$ cat src/rtl/hex_disp_pkg.sv
// Shared constants and width helper for the hex display driver.
// Segment codes are {g,f,e,d,c,b,a}, active low.
package hex_disp_pkg;

  localparam logic [6:0] SEG_OFF  = 7'h7F;
  localparam logic [6:0] SEG_DASH = 7'h3F;

  // Width needed to hold 0..n-1, never less than one bit.
  function automatic int clog2_min1(input int n);
    int w;
    w = 1;
    while ((1 << w) < n) w++;
    return w;
  endfunction

endpackage

$ cat src/rtl/hex_disp.sv
// Combinational hex nibble to active-low 7-segment decoder; unknown nibbles show a dash.
// Zero latency, no flow control.
module hex_disp
  import hex_disp_pkg::*;
(
  input  logic [3:0] nib,
  output logic [6:0] seg
);

  always_comb begin
    seg = SEG_DASH;
    case (nib)
      4'h0: seg = 7'h40;
      4'h1: seg = 7'h79;
      4'h2: seg = 7'h24;
      4'h3: seg = 7'h30;
      4'h4: seg = 7'h19;
      4'h5: seg = 7'h12;
      4'h6: seg = 7'h02;
      4'h7: seg = 7'h78;
      4'h8: seg = 7'h00;
      4'h9: seg = 7'h10;
      4'hA: seg = 7'h08;
      4'hB: seg = 7'h03;
      4'hC: seg = 7'h46;
      4'hD: seg = 7'h21;
      4'hE: seg = 7'h06;
      4'hF: seg = 7'h0E;
      default: seg = SEG_DASH;
    endcase
  end

endmodule

$ cat src/rtl/hex_disp_mux.sv
// Scans a latched hex word across a multiplexed 7-segment display, one digit per slot.
// Outputs registered (1 cycle from counter state); no backpressure, load accepted every cycle.
module hex_disp_mux
  import hex_disp_pkg::*;
#(
  parameter int DIGITS     = 4,
  parameter int CLK_DIV    = 1000,
  parameter int AN_ACT_LOW = 1
) (
  input  logic                  clk,
  input  logic                  rst_n,
  input  logic                  load,
  input  logic [4*DIGITS-1:0]   data,
  input  logic [DIGITS-1:0]     dp_in,
  input  logic [DIGITS-1:0]     blank_mask,
  input  logic                  lz_en,
  output logic [DIGITS-1:0]     an,
  output logic [6:0]            seg,
  output logic                  dp,
  output logic                  frame_tick
);

  localparam int IDX_W = clog2_min1(DIGITS);
  localparam int CNT_W = clog2_min1(CLK_DIV);
  localparam logic [IDX_W-1:0]  IDX_LAST = IDX_W'(DIGITS - 1);
  localparam logic [CNT_W-1:0]  CNT_LAST = CNT_W'(CLK_DIV - 1);
  localparam logic [DIGITS-1:0] AN_OFF   = (AN_ACT_LOW != 0) ? {DIGITS{1'b1}} : {DIGITS{1'b0}};

  logic [CNT_W-1:0]    cnt, cnt_nxt;
  logic [IDX_W-1:0]    idx, idx_nxt;
  logic [4*DIGITS-1:0] data_sh;
  logic [DIGITS-1:0]   dp_sh, blank_sh;
  logic                lz_sh;

  logic [DIGITS-1:0]   lz_sup, an_act, an_nxt;
  logic [3:0]          nib;
  logic [6:0]          seg_dec, seg_nxt;
  logic                dp_nxt, tick_nxt, dark, allz;

  always_ff @(posedge clk or negedge rst_n) begin
    if (!rst_n) begin
      data_sh  <= '0;
      dp_sh    <= '0;
      blank_sh <= '0;
      lz_sh    <= 1'b0;
    end else if (load) begin
      data_sh  <= data;
      dp_sh    <= dp_in;
      blank_sh <= blank_mask;
      lz_sh    <= lz_en;
    end
  end

  always_comb begin
    cnt_nxt = (cnt == CNT_LAST) ? '0 : cnt + 1'b1;
    idx_nxt = idx;
    if (cnt == CNT_LAST) begin
      idx_nxt = (idx == IDX_LAST) ? '0 : idx + 1'b1;
    end
    tick_nxt = (cnt_nxt == CNT_LAST) && (idx_nxt == IDX_LAST);
  end

  // A digit is a leading zero when it and every more significant nibble are zero.
  always_comb begin
    lz_sup = '0;
    allz   = 1'b1;
    for (int i = DIGITS - 1; i > 0; i--) begin
      allz      = allz & (data_sh[4*i +: 4] == 4'h0);
      lz_sup[i] = allz;
    end
  end

  always_comb begin
    nib = data_sh[4*idx_nxt +: 4];
  end

  hex_disp u_dec (
    .nib (nib),
    .seg (seg_dec)
  );

  // Slot cycle 0 keeps every anode off so the previous digit cannot ghost into the next.
  always_comb begin
    an_act  = '0;
    seg_nxt = SEG_OFF;
    dp_nxt  = 1'b1;
    dark    = blank_sh[idx_nxt] | (lz_sh & lz_sup[idx_nxt]);
    if (cnt_nxt != '0) begin
      an_act[idx_nxt] = 1'b1;
      seg_nxt         = dark ? SEG_OFF : seg_dec;
      dp_nxt          = blank_sh[idx_nxt] | ~dp_sh[idx_nxt];
    end
    an_nxt = (AN_ACT_LOW != 0) ? ~an_act : an_act;
  end

  always_ff @(posedge clk or negedge rst_n) begin
    if (!rst_n) begin
      cnt        <= '0;
      idx        <= '0;
      an         <= AN_OFF;
      seg        <= SEG_OFF;
      dp         <= 1'b1;
      frame_tick <= 1'b0;
    end else begin
      cnt        <= cnt_nxt;
      idx        <= idx_nxt;
      an         <= an_nxt;
      seg        <= seg_nxt;
      dp         <= dp_nxt;
      frame_tick <= tick_nxt;
    end
  end

endmodule

$ cat config.mk
export PLATFORM = sky130hd
export DESIGN_NAME = hex_disp_mux
export DESIGN_NICKNAME = d
export VERILOG_FILES = /design/src/rtl/hex_disp_pkg.sv /design/src/rtl/hex_disp.sv /design/src/rtl/hex_disp_mux.sv
export SDC_FILE = /design/constraint.sdc
export NUM_CORES = 1
export LEC_CHECK = 0
export ABC_AREA = 1
export ABC_CLOCK_PERIOD_IN_PS = 3800
export CAP_MARGIN = 20
export CORE_MARGIN = 2
export CORE_UTILIZATION = 31
export DETAILED_ROUTE_END_ITERATION = 12
export GPL_TIMING_DRIVEN = 0
export PLACE_DENSITY_LB_ADDON = 0.08
export SKIP_CTS_REPAIR_TIMING = 1
export SYNTH_ARGS = -nofsm -noshare
export SYNTH_HDL_FRONTEND = slang
export SYNTH_SLANG_ARGS = --single-unit
$ cat constraint.sdc
create_clock -name clk -period 3.8 [get_ports clk]
set_clock_uncertainty 0.1 [all_clocks]
set_input_delay 1.14 -clock clk [delete_from_list [all_inputs] [get_ports clk]]
set_output_delay 1.14 -clock clk [all_outputs]
set_load 0.02 [all_outputs]
### Word-level counts from Yosys, hierarchy flattened

Memories as Yosys holds them, arrays and structs flattened.
Index checks and enable logic that the tools add are counted.

| storage, ports and cells | value |
|---|---|
| register bits | 50 |
| latch bits | 0 |
| bits in writable memories | 0 |
| bits in read-only memories | 112 |
| input bits | 28 |
| output and inout bits | 13 |
| logic and storage cells | 48 |
| memories kept | 1 |

| cells by class | value |
|---|---|
| add/subtract/negate cells | 2 |
| multiply operators | 0 |
| div/mod/pow operators | 0 |
| magnitude comparators | 2 |
| equal/unequal tests | 4 |
| shift-type cells | 1 |
| muxes and demuxes | 15 |
| bitwise operators | 7 |
| reduce and logical (&&, ||, !) cells | 6 |

Memory list:

| memory | depth | bits a word | rd ports | clocked after Yosys merged registers in | wr ports | line | text |
|---|---|---|---|---|---|---|---|
| (name not given) | 16 | 7 | 1 | 0 | 0 | hex_disp.sv:12 | `case (nib)` |

Operator list:

| operator | number |
|---|---|
| $eq A10 B10 Y1 const B | 2 |
| $shiftx A16 B5 Y4 | 1 |
| $mux W7 | 2 |
| $logic_not A4 Y1 | 3 |
| $add A10 B1 Y10 const B | 1 |
| $mux W10 | 1 |
| $reduce_bool A10 Y1 | 1 |
| $bmux W1 S2 | 3 |
| $mux W1 | 5 |
| $eq A2 B2 Y1 const B | 2 |
| $mux W2 | 2 |
| $mux W4 | 1 |
| $not A4 Y4 | 1 |
| $and A1 B1 Y1 | 3 |
| $lt A2 B3 Y1 const B | 1 |
| $add A2 B1 Y2 const B | 1 |
| $demux W1 S2 | 1 |
| $ge A2 B1 Y1 const B | 1 |
| $logic_and A1 B1 Y1 | 2 |
| $or A1 B1 Y1 | 2 |
| $not A1 Y1 | 1 |

### Longest topological paths before layout

Gate-level depths: netlist of the first run.

| depth | value |
|---|---|
| depth in word-level cells | 9 |
| depth in mapped cells | 18 |
| mapped depth without buffers | 17 |

### Hierarchy

Synthesis of the first run repeated with hierarchy kept, for this count alone.

| unflattened totals | value |
|---|---|
| cells, all modules | 312 |
| area total of the unflattened synthesis | 2,665.1 µm² |

Modules (own cells, without submodules):

| module | times used | cells an instance | area an instance (µm²) |
|---|---|---|---|
| hex_disp_mux | 1 | 263 | 2,391.0 |
| hex_disp | 1 | 49 | 274.0 |

### Worst setup path after synthesis of the first run

Ideal clock, no wire load.

| timing path | value |
|---|---|
| path kind | register to register |
| start point | register cnt[0] |
| end point | register seg[3] |
| arrival | 2,295 ps |
| required time | 3,636 ps |
| setup slack | 1,341 ps |
| stages on the path, launching flop included | 17 |
| clock period less this slack | 2,459 ps |
| cell sequence | dfrtp_1 -> ha_1 -> nand2_2 -> nor2_8 -> nand2_4 -> nand2_8 -> nand2_4 -> buf_6 -> o21ai_0 -> nand2_1 -> nand2_1 -> inv_1 -> ha_1 -> nand3b_1 -> nand2_1 -> nand2_1 -> nand3_1 |

| on the way | value |
|---|---|
| word-level cells in the longest chain between the ends | 8 |
| elaborated cells between the ends (all ways) | 15 |

Ends and longest elaborated chain:

| item | line | text |
|---|---|---|
| start, declared | hex_disp_mux.sv:29 | `logic [CNT_W-1:0] cnt, cnt_nxt;` |
| start signal, assigned | hex_disp_mux.sv:105 | `cnt <= cnt_nxt;` |
| $eq A10 B10 Y1 (*) | hex_disp_mux.sv:57 | `if (cnt == CNT_LAST) begin` |
| $mux W2 (*) | hex_disp_mux.sv:57 |  |
| named net idx_nxt[0] | hex_disp_mux.sv:30 | `logic [IDX_W-1:0] idx, idx_nxt;` |
| parallel branches: the longest is 4 deep, another holds $mem_v2 Z16 W7 | -- |  |
| $mux W7 (*) | hex_disp_mux.sv:90 | `seg_nxt = dark ? SEG_OFF : seg_dec;` |
| $mux W7 (*) | hex_disp_mux.sv:88 | `if (cnt_nxt != '0) begin` |
| named net seg_nxt[3] | hex_disp_mux.sv:37 | `logic [6:0] seg_dec, seg_nxt;` |
| end signal, assigned | hex_disp_mux.sv:108 | `seg <= seg_nxt;` |
| end, declared | hex_disp_mux.sv:18 | `output logic [6:0] seg,` |

Mark *: on every way through the listed nets, which the timed path passes. The select of a mux whose other input is x is not followed.
A chain may end at the register's enable or synchronous reset.

### Worst setup path in the final report of the first run

Ends and elaborated chain as after synthesis.

==> results of run 1 <==
==> final cells by class <==
type                    count  area, µm²
plain buffers               7      45.04
clock buffers               7      86.33
clock inverters             1      30.03
fillers                   895       5276
inverters                  47      181.4
multi-input cells         221       1295
flip-flops and latches     50       1266
well taps                 108      135.1
repair buffers             40      405.4
==> per-layer routing <==
| metal | up-vias | routed length (µm) | GRT usage, % |
|---|---|---|---|
| met3 | 2 | 183 | 2.411 |
| li1 | 1120 | - | - |
| met5 | - | 0 | 0 |
| met1 | 1003 | 2996 | 18.43 |
| met2 | 36 | 2740 | 21.52 |
| met4 | 0 | 46 | 3.793 |
==> flip-flops by register name, indices dropped and copies added (netlist names) <==
name,flops
data_sh,16
blank_sh,4
lz_sh,1
dp,1
dp_sh,4
an,4
seg,7
idx,2
frame_tick,1
cnt,10
==> cells in the final DEF, fill, tap and decap left out, types with 4 or more instances in the layout <==
cell,count
clkbuf_1,5
clkbuf_8,6
clkdlybuf4s50_1,38
dfrtp_1,38
dfstp_2,12
ha_1,9
inv_1,42
mux2_2,11
nand2_1,86
nand2_2,7
nand2_4,7
nand3_1,42
nand3_4,4
nand4_1,4
nor2_1,20
o21ai_0,16
==> report_power, final <==
part           leakage [µW]  internal, µW  switching [µW]
Clock             0.0000585           215             180
Sequential         0.000592           578            16.2
Combinational       0.00108          92.4             106
==> cells by family after synthesis <==
kind of cell | count (synthesis)
compound gates | 18
xor+xnor | 2
fa+ha+maj | 9
buf+inv | 54
flops | 50
mux | 11
simple gates | 181
==> worst register-to-register path: stages (launching register included) <==
cell      delay [ns]
dfrtp_1         0.50
ha_1            0.25
nand2_2         0.14
nor2_8          0.19
nand2_4         0.13
nand2_8         0.13
nand2_4         0.06
buf_6           0.14
o21ai_0         0.14
nand2_1         0.11
nand2_1         0.14
inv_1           0.11
ha_1            0.30
nand3b_1        0.17
nand2_1         0.07
nand2_1         0.04
nand3_1         0.07
==> through the flow <==
stage	cells	hold slack, ns
after floorplan	325	0.3811
after global placement	472	0.3951
after detailed placement	473	0.3998
after CTS	481	0.4225
after global routing	481	0.4479
final	481	0.4183
==> worst max-delay path by stage <==
stage	to	slack, ns	cells past startpoint
after floorplan	seg[3]	1.34	16
after global placement	frame_tick	-0.09	1
after detailed placement	seg[3]	0.98	16
after CTS	seg[3]	0.95	16
after global routing	seg[3]	0.71	16
final	seg[3]	0.96	16
==> impl_metrics.env, run 1 <==
export IMPL_status="completed"
export IMPL_irDropWorstVdd_mv=0.1327
export IMPL_seq_area_frac_synth_pct=45.42
export IMPL_synth_nets=362
export IMPL_clockBufferDepth=2
export IMPL_tns_ns=0
export IMPL_drt_iter0_markers=55
export IMPL_worstPathCellList="ha_1 -> nand2_2 -> nor2_8 -> nand2_4 -> nand2_8 -> nand2_4 -> buf_6 -> o21ai_0 -> nand2_1 -> nand2_1 -> inv_1 -> ha_1 -> nand3b_1 -> nand2_1 -> nand2_1 -> nand3_1"
export IMPL_yosysWarnings=0
export IMPL_critPathCaptureType="flip-flop"
export IMPL_design_area_um2=3445
export IMPL_hold_end="dp_sh[0]"
export IMPL_relSlewSlack_pct=61.07
export IMPL_viasPerCell=4.493
export IMPL_nets=409
export IMPL_p_leak_uw=0.001727
export IMPL_crit_top_cell="nand2_1"
export IMPL_clkTransAtPathRegs_ns=0.09
export IMPL_hp_start="dp_sh[0]"
export IMPL_avgRoutedWirePerCell_um=12.41
export IMPL_hold_path_class="reg -> reg"
export IMPL_hold_viol=0
export IMPL_cts_buffers_inserted=5
export IMPL_remaining_drc_errors=0
export IMPL_area_growth_pct=23.56
export IMPL_cts_sinks=50
export IMPL_ys_ff_latch=50
export IMPL_crit_fanout=10
export IMPL_timing_final_crit_period_ns=2.840
export IMPL_start_kind="flip-flop"
export IMPL_synth_xor_area_share_pct=0.6284
export IMPL_grt_max_degree=34
export IMPL_grt_ovfl_total=0
export IMPL_num_io_pins=41
export IMPL_clock_latency_ns=0.30
export IMPL_num_rows=34
export IMPL_yosys_top_cells_count="86 x nand2_1, 42 x inv_1, 42 x nand3_1"
export IMPL_antenna_found_initial=0
export IMPL_r2r_end="seg[3]"
export IMPL_synth_top_cell_area_share_pct=34.11
export IMPL_synth_cell_type_count=28
export IMPL_async_flop_share_pct=100.0
export IMPL_power_uw=1188
export IMPL_tightest_slew_ns=0.5839
export IMPL_dpl_instance_area_um2=3328
export IMPL_yosysMostFrequentCell="nand2_1"
export IMPL_drv_cap=0
export IMPL_antennaDiodeCount=0
export IMPL_setup_viol=0
export IMPL_grt_pass1_vias=2156
export IMPL_slew_violations=0
export IMPL_r2r_cells=16
export IMPL_crit_start="cnt[0]"
export IMPL_synth_top_family_by_area="simple AND/OR/NAND/NOR gates"
export IMPL_rsz0062_at_grt="false"
export IMPL_synthSimpleGateAreaFrac_pct=33.98
export IMPL_syn_inst=325
export IMPL_root_buffer="clkbuf_8"
export IMPL_crit_required_ns=3.94
export IMPL_core_area_um2=8721
export IMPL_htreeDepth=2
export IMPL_critPathTopFamily="simple AND/OR/NAND/NOR gates"
export IMPL_cp_slowest_cell="dfrtp_1"
export IMPL_crit_arrival_ns=2.98
export IMPL_synth_edff_count=0
export IMPL_pre_cts_slack_ns=0.9769
export IMPL_route_vias_total=2161
export IMPL_critical_path_class="reg -> reg"
export IMPL_io_buffer_count=39
export IMPL_cts_tree="yes"
export IMPL_antenna_left=0
export IMPL_grtUsageTotal_pct=13.35
export IMPL_worst_slack_ns=0.9598
export IMPL_r2r_slack_ns=0.96
export IMPL_synth_mux_area_share_pct=4.443
export IMPL_period_share_pct=74.74
export IMPL_synthTopCellsByArea="dfrtp_1 34%, nand2_1 12%, dfstp_2 11%, nand3_1 7.5%, inv_1 5.7%"
export IMPL_max_stage_delay_ns=0.50
export IMPL_syn_avg_cell_area_um2=8.577
export IMPL_gp_congestion=0.7905
export IMPL_wl_mm=5.967
export IMPL_grt_pass1_wl_mm=10.45
export IMPL_start_util_pct=31.97
export IMPL_layout_drive_gt1_share_pct=17.69
export IMPL_hpwl_mm=4.574
export IMPL_path_buf_inv=2
export IMPL_utilization_pct=39.50
export IMPL_clock_fmax_mhz=352.1
export IMPL_synth_fa_ha_area_share_pct=4.039
export IMPL_r2r_start="cnt[0]"
export IMPL_whs_path_depth=1
export IMPL_yosysTopAreaCell="dfrtp_1"
export IMPL_first_pass_iters=4
export IMPL_power_density_nw_per_um2=344.8
export IMPL_design_die_area_um2=9767
export IMPL_die_w_um=98.83
export IMPL_netlist_area_um2=2788
export IMPL_synth_compound_area_share_pct=3.366
export IMPL_die_y_um=98.83
export IMPL_synth_ff_type="dfrtp_1"
No activity file was read; power rests on OpenSTA's default activity.
==> inputs of run 2 (changes only) <==
Settings changed: ABC_CLOCK_PERIOD_IN_PS 3800 to 2280.
Clock period 3.8 ns to 2.28 ns, I/O delays scaled along.
==> run 2 against run 1 <==
The run now ends with setup timing left. Wire length grew 7.9%. Global-route usage is essentially flat. Count of clock-buffer cells in the layout shrank 2. Register-to-register slack lost 1.0 ns. Design area grew 9.9%. Largest power group unchanged. Non-clock buffer count grew 25.
==> impl_metrics.env, run 2 (synthesis results as in run 1) <==
export IMPL_violations="setup timing"
export IMPL_power_uw=1900
export IMPL_wl_mm=6.441
export IMPL_dpl_instance_area_um2=3352
export IMPL_num_rows=34
export IMPL_design_die_area_um2=9767
export IMPL_cts_buffers_inserted=5
export IMPL_crit_arrival_ns=2.47
export IMPL_start_util_pct=31.97
export IMPL_clock_fmax_mhz=428.3
export IMPL_antennaDiodeCount=0
export IMPL_period_share_pct=102.4
export IMPL_worst_slack_ns=-0.05461
export IMPL_clkTransAtPathRegs_ns=0.11
export IMPL_design_area_um2=3786
export IMPL_rsz0062_at_grt="true"
export IMPL_critPathCaptureType="flip-flop"
export IMPL_start_kind="flip-flop"
export IMPL_clock_latency_ns=0.31
export IMPL_power_density_nw_per_um2=501.9
export IMPL_slew_violations=0
export IMPL_max_stage_delay_ns=0.42
export IMPL_largest_reg_flops=16
export IMPL_grt_max_degree=28
export IMPL_timing_final_crit_period_ns=2.335
export IMPL_critical_path_class="reg -> reg"
export IMPL_nets=434
export IMPL_relSlewSlack_pct=59.35
export IMPL_worstPathCellList="ha_4 -> nand2_8 -> nor2_8 -> buf_12 -> nand3_4 -> nand2_4 -> buf_8 -> nand2_2 -> o21ai_2 -> nand2_2 -> nand2_4 -> inv_4 -> ha_4 -> nand3b_1 -> nand2_1 -> nand2_1 -> nand3_1"
export IMPL_avgRoutedWirePerCell_um=12.73
export IMPL_viasPerCell=4.472
export IMPL_hold_viol=0
export IMPL_tns_ns=-0.1637
export IMPL_htreeDepth=2
export IMPL_clockBufferDepth=2
export IMPL_cp_slowest_cell="dfrtp_2"
export IMPL_core_area_um2=8721
export IMPL_tightest_slew_ns=0.6097
export IMPL_route_vias_total=2263
export IMPL_root_buffer="clkbuf_8"
export IMPL_area_growth_pct=35.82
export IMPL_hpwl_mm=4.635
export IMPL_grtUsageTotal_pct=13.40
export IMPL_num_io_pins=41
export IMPL_cts_sinks=50
export IMPL_cts_tree="yes"
export IMPL_crit_required_ns=2.42
export IMPL_die_y_um=98.83
export IMPL_layout_commonest_cell="nand2_1"
export IMPL_grt_ovfl_total=0
export IMPL_p_leak_uw=0.001845
export IMPL_reg_largest_list="data_sh x16, cnt x10, seg x7"
export IMPL_die_w_um=98.83
export IMPL_layout_drive_gt1_share_pct=29.40
export IMPL_drt_iter0_markers=64
export IMPL_irDropWorstVdd_mv=0.2235
export IMPL_antenna_found_initial=0
export IMPL_antenna_left=0
export IMPL_first_pass_iters=4
export IMPL_max_flop_register="data_sh"
export IMPL_hold_path_class="in -> async"
export IMPL_gp_congestion=0.8088
export IMPL_grt_pass1_vias=2136
export IMPL_setup_viol=5
export IMPL_crit_fanout=5
export IMPL_status="complete, but fails checks"
export IMPL_grt_pass1_wl_mm=10.49
export IMPL_remaining_drc_errors=0
export IMPL_layout_common_cells="79 x nand2_1, 40 x inv_1, 37 x clkdlybuf4s50_1"
export IMPL_drv_cap=0
export IMPL_io_buffer_count=39
run 2: cell count changes in the layout (fill, tap and decap cells not counted), sizes merged:
cell           before  now
buf                 5   30
bufinv              1    0
clkbuf             11    9
clkdlybuf4s50      38   37
clkinv              0    2
clkinvlp            0    1
dlymetal6s2s        0    1
run 2: path summary, 6_finish.rpt:
| path | cells past startpoint | end | start | slack, ns |
|---|---|---|---|---|
| max in group asynchronous | 2 | seg[3] | rst_n | 1.17 |
| worst min-delay path | 1 | blank_sh[3] | rst_n | 0.27 |
| worst min register to register | 1 | data_sh[2] | data_sh[2] | 0.42 |
| worst max register to register | 17 | seg[3] | cnt[0] | -0.05 |
| min in group clk | 1 | data_sh[2] | data_sh[2] | 0.42 |
| worst max-delay path | 17 | seg[3] | cnt[0] | -0.05 |
run 2: where the power goes:
part	internal (µW)	switching, µW	total (µW)
clock network	217	323	539
logic	177	193	370
registers	963	28.2	991
total	1360	544	1900
run 2: layout make-up:
cell class | count | area [µm²]
Fill cell | 863 | 4935
Timing Repair Buffer | 65 | 623.1
Clock inverter | 3 | 21.27
Inverter | 47 | 183.9
Sequential cell | 50 | 1269
Clock buffer | 5 | 68.82
Tap cell | 108 | 135.1
Multi-Input combinational cell | 221 | 1433
Buffer | 7 | 52.55
run 2: per-layer routing:
| metal | wire, µm | share of wire [%] | vias to the layer above | track usage (%) |
|---|---|---|---|---|
| li1 | - | - | 1170 | - |
| met1 | 3162 | 49 | 1043 | 18.79 |
| met2 | 2974 | 46 | 44 | 21.31 |
| met3 | 242 | 3.8 | 6 | 2.553 |
| met4 | 61 | 0.95 | 0 | 3.477 |
| met5 | 0 | 0 | - | 0 |
run 2: through the flow:
| step | setup slack, ns | hold slack (ns) | util, % | std cells |
|---|---|---|---|---|
| after floorplan | 0.001011 | 0.2884 | - | 325 |
| after global placement | -1.360 | 0.3991 | 38.26 | 472 |
| after detailed placement | -0.3118 | 0.4019 | 38.44 | 473 |
| after CTS | -0.3499 | 0.2906 | 39.47 | 481 |
| after global routing | -0.2382 | 0.3018 | 43.41 | 506 |
| final | -0.05461 | 0.2651 | 43.41 | 506 |
run 2: critical path: cells and delay by family (launching register included):
family                   cells  cell delay, ns
adder cells (fa/ha/maj)      2            0.44
flip-flops                   1            0.42
buffers and inverters        3            0.28
AO/OA/AOI/OAI                1            0.06
AND/OR/NAND/NOR             11            0.94
==> inputs of run 3 (changes only) <==
Settings changed: ABC_CLOCK_PERIOD_IN_PS 2280 to 2750.
Clock period 2.28 ns to 2.75 ns, I/O delays scaled along.
==> run 3 against run 2 <==
The run now ends clean. Via count fell by 1.8%. Cell count fell by 3.4%. Largest cell class unchanged. Wire length fell by 4.8%. Register-to-register slack improved by 0.20 ns. Power fell by 13%. Critical path type unchanged. Non-clock buffer count fell by 17. Fmax fell by 10%. Design area fell by 6.6%. Count of clock-buffer cells in the layout rose by 2. Combinational power fell by 25%. Sequential share of layout area rose by 2.4 points. Global-route usage barely moved.
==> impl_metrics.env, run 3 (synthesis results as in run 1) <==
export IMPL_r2r_start="cnt[0]"
export IMPL_hold_path_class="in -> async"
export IMPL_root_buffer="clkbuf_8"
export IMPL_core_area_um2=8721
export IMPL_layout_common_cells="85 x nand2_1, 42 x inv_1, 42 x nand3_1"
export IMPL_crit_path_end="seg[3]"
export IMPL_worst_slack_ns=0.1472
export IMPL_grt_ovfl_total=0
export IMPL_tns_ns=0
export IMPL_die_w_um=98.83
export IMPL_layout_commonest_cell="nand2_1"
export IMPL_num_rows=34
export IMPL_num_io_pins=41
export IMPL_critical_path_class="reg -> reg"
export IMPL_antenna_left=0
export IMPL_clkPwrFrac_pct=33.3
export IMPL_design_die_area_um2=9767
export IMPL_htreeDepth=2
export IMPL_antennaDiodeCount=0
export IMPL_power_frac_comb_pct=16.9
export IMPL_r2r_slack_ns=0.15
export IMPL_cts_sinks=50
export IMPL_route_vias_total=2223
export IMPL_critPathCaptureType="flip-flop"
export IMPL_clock_latency_ns=0.30
export IMPL_r2r_cells=16
export IMPL_setup_viol=0
export IMPL_grt_max_degree=34
export IMPL_clock_fmax_mhz=384.2
export IMPL_timing_final_crit_period_ns=2.603
export IMPL_clockBufferDepth=2
export IMPL_grt_pass1_vias=2156
export IMPL_relSlewSlack_pct=61.38
export IMPL_pre_cts_slack_ns=-0.07310
export IMPL_power_density_nw_per_um2=466.1
export IMPL_max_flop_register="data_sh"
export IMPL_remaining_drc_errors=0
export IMPL_layout_drive_gt1_share_pct=20.47
export IMPL_clkTransAtPathRegs_ns=0.10
export IMPL_design_area_um2=3536
export IMPL_gp_congestion=0.7905
export IMPL_multiInputGateArea_um2=1324
export IMPL_area_growth_pct=26.84
export IMPL_io_buffer_count=39
export IMPL_crit_fanout=10
export IMPL_hpwl_mm=4.574
export IMPL_start_util_pct=31.97
export IMPL_largest_reg_flops=16
export IMPL_dpl_instance_area_um2=3328
export IMPL_nFillCells=896
export IMPL_slew_violations=0
export IMPL_viasPerCell=4.546
export IMPL_p_int_uw=1226
export IMPL_r2r_end="seg[3]"
export IMPL_crit_start="cnt[0]"
export IMPL_first_pass_iters=4
export IMPL_avgRoutedWirePerCell_um=12.53
export IMPL_tightest_slew_ns=0.5794
export IMPL_drv_cap=0
export IMPL_wl_mm=6.129
export IMPL_crit_required_ns=2.89
export IMPL_cts_tree="yes"
export IMPL_grtUsageTotal_pct=13.35
export IMPL_cts_buffers_inserted=5
export IMPL_p_leak_uw=0.001761
export IMPL_grt_pass1_wl_mm=10.45
export IMPL_reg_largest_list="data_sh x16, cnt x10, seg x7"
export IMPL_crit_arrival_ns=2.74
export IMPL_antenna_found_initial=0
export IMPL_die_y_um=98.83
export IMPL_nets=417
export IMPL_switchingPower_uw=421.9
export IMPL_hold_worst_slack_ns=0.3616
export IMPL_utilization_pct=40.55
export IMPL_drt_iter0_markers=60
export IMPL_irDropWorstVdd_mv=0.1837
export IMPL_seq_power_share_pct=49.8
export IMPL_status="completed"
export IMPL_sw_frac_of_total_pct=25.60
export IMPL_final_seq_area_um2=1269
export IMPL_start_kind="flip-flop"
export IMPL_period_share_pct=94.65
export IMPL_hold_viol=0
## run 3: changes by cell type in the layout (fill, tap and decap cells not counted), sizes merged
cell | before | now
clkinv | 2 | 0
clkdlybuf4s50 | 37 | 38
bufinv | 0 | 1
dlymetal6s2s | 1 | 0
clkinvlp | 1 | 0
clkbuf | 9 | 11
buf | 30 | 13
## run 3: power groups by stage
stage | logic [µW] | clock network (µW) | registers (µW)
floorplan | 137 | 0 | 853
finish | 279 | 549 | 820
global route | 314 | 597 | 828
global placement | 275 | 0 | 835
detailed placement | 280 | 0 | 835
CTS | 280 | 575 | 821
## run 3: metrics by stage
stage	cells	total power, µW
after floorplan	325	990.0
after global placement	472	1109
after detailed placement	473	1115
after CTS	481	1677
after global routing	489	1740
final	489	1648
## run 3: worst max-delay path, cell delays in order, from the launching register on
cell and delay (ns):
dfrtp_2 0.46, ha_4 0.18, nand2_4 0.09, nor2_8 0.17, nand2_8 0.11, nand2_8 0.11, nand2_4 0.05, buf_6 0.13
o21ai_0 0.14, nand2_1 0.12, nand2_2 0.12, inv_1 0.09, ha_1 0.29, nand3b_1 0.17, nand2_1 0.07, nand2_1 0.04
nand3_1 0.07
## run 3: worst min-delay path by stage
| stage | from | end | slack, ns | depth (start not counted) |
|---|---|---|---|---|
| floorplan | blank_sh[1] | blank_sh[1] | 0.38 | 1 |
| global placement | blank_sh[0] | blank_sh[0] | 0.40 | 1 |
| detailed placement | dp_sh[0] | dp_sh[0] | 0.40 | 1 |
| CTS | rst_n | blank_sh[3] | 0.37 | 1 |
| global route | rst_n | data_sh[1] | 0.38 | 1 |
| finish | rst_n | blank_sh[1] | 0.36 | 1 |
## run 3: final cells by class
class | instances | share of cell area [%]
clock inverters | 1 | 0.8493
repair buffers | 48 | 13.16
flip-flops and latches | 50 | 35.88
inverters | 47 | 5.131
clock buffers | 7 | 2.442
multi-input cells | 221 | 37.44
plain buffers | 7 | 1.274
well taps | 108 | 3.822
## run 3: layer usage
metal	up-vias	part of all wire, %	GRT usage (%)
met1	1042	49	18.43
met2	42	46	21.52
met4	0	0.75	3.793
met5	-	0	0
li1	1137	-	-
met3	2	3.4	2.411
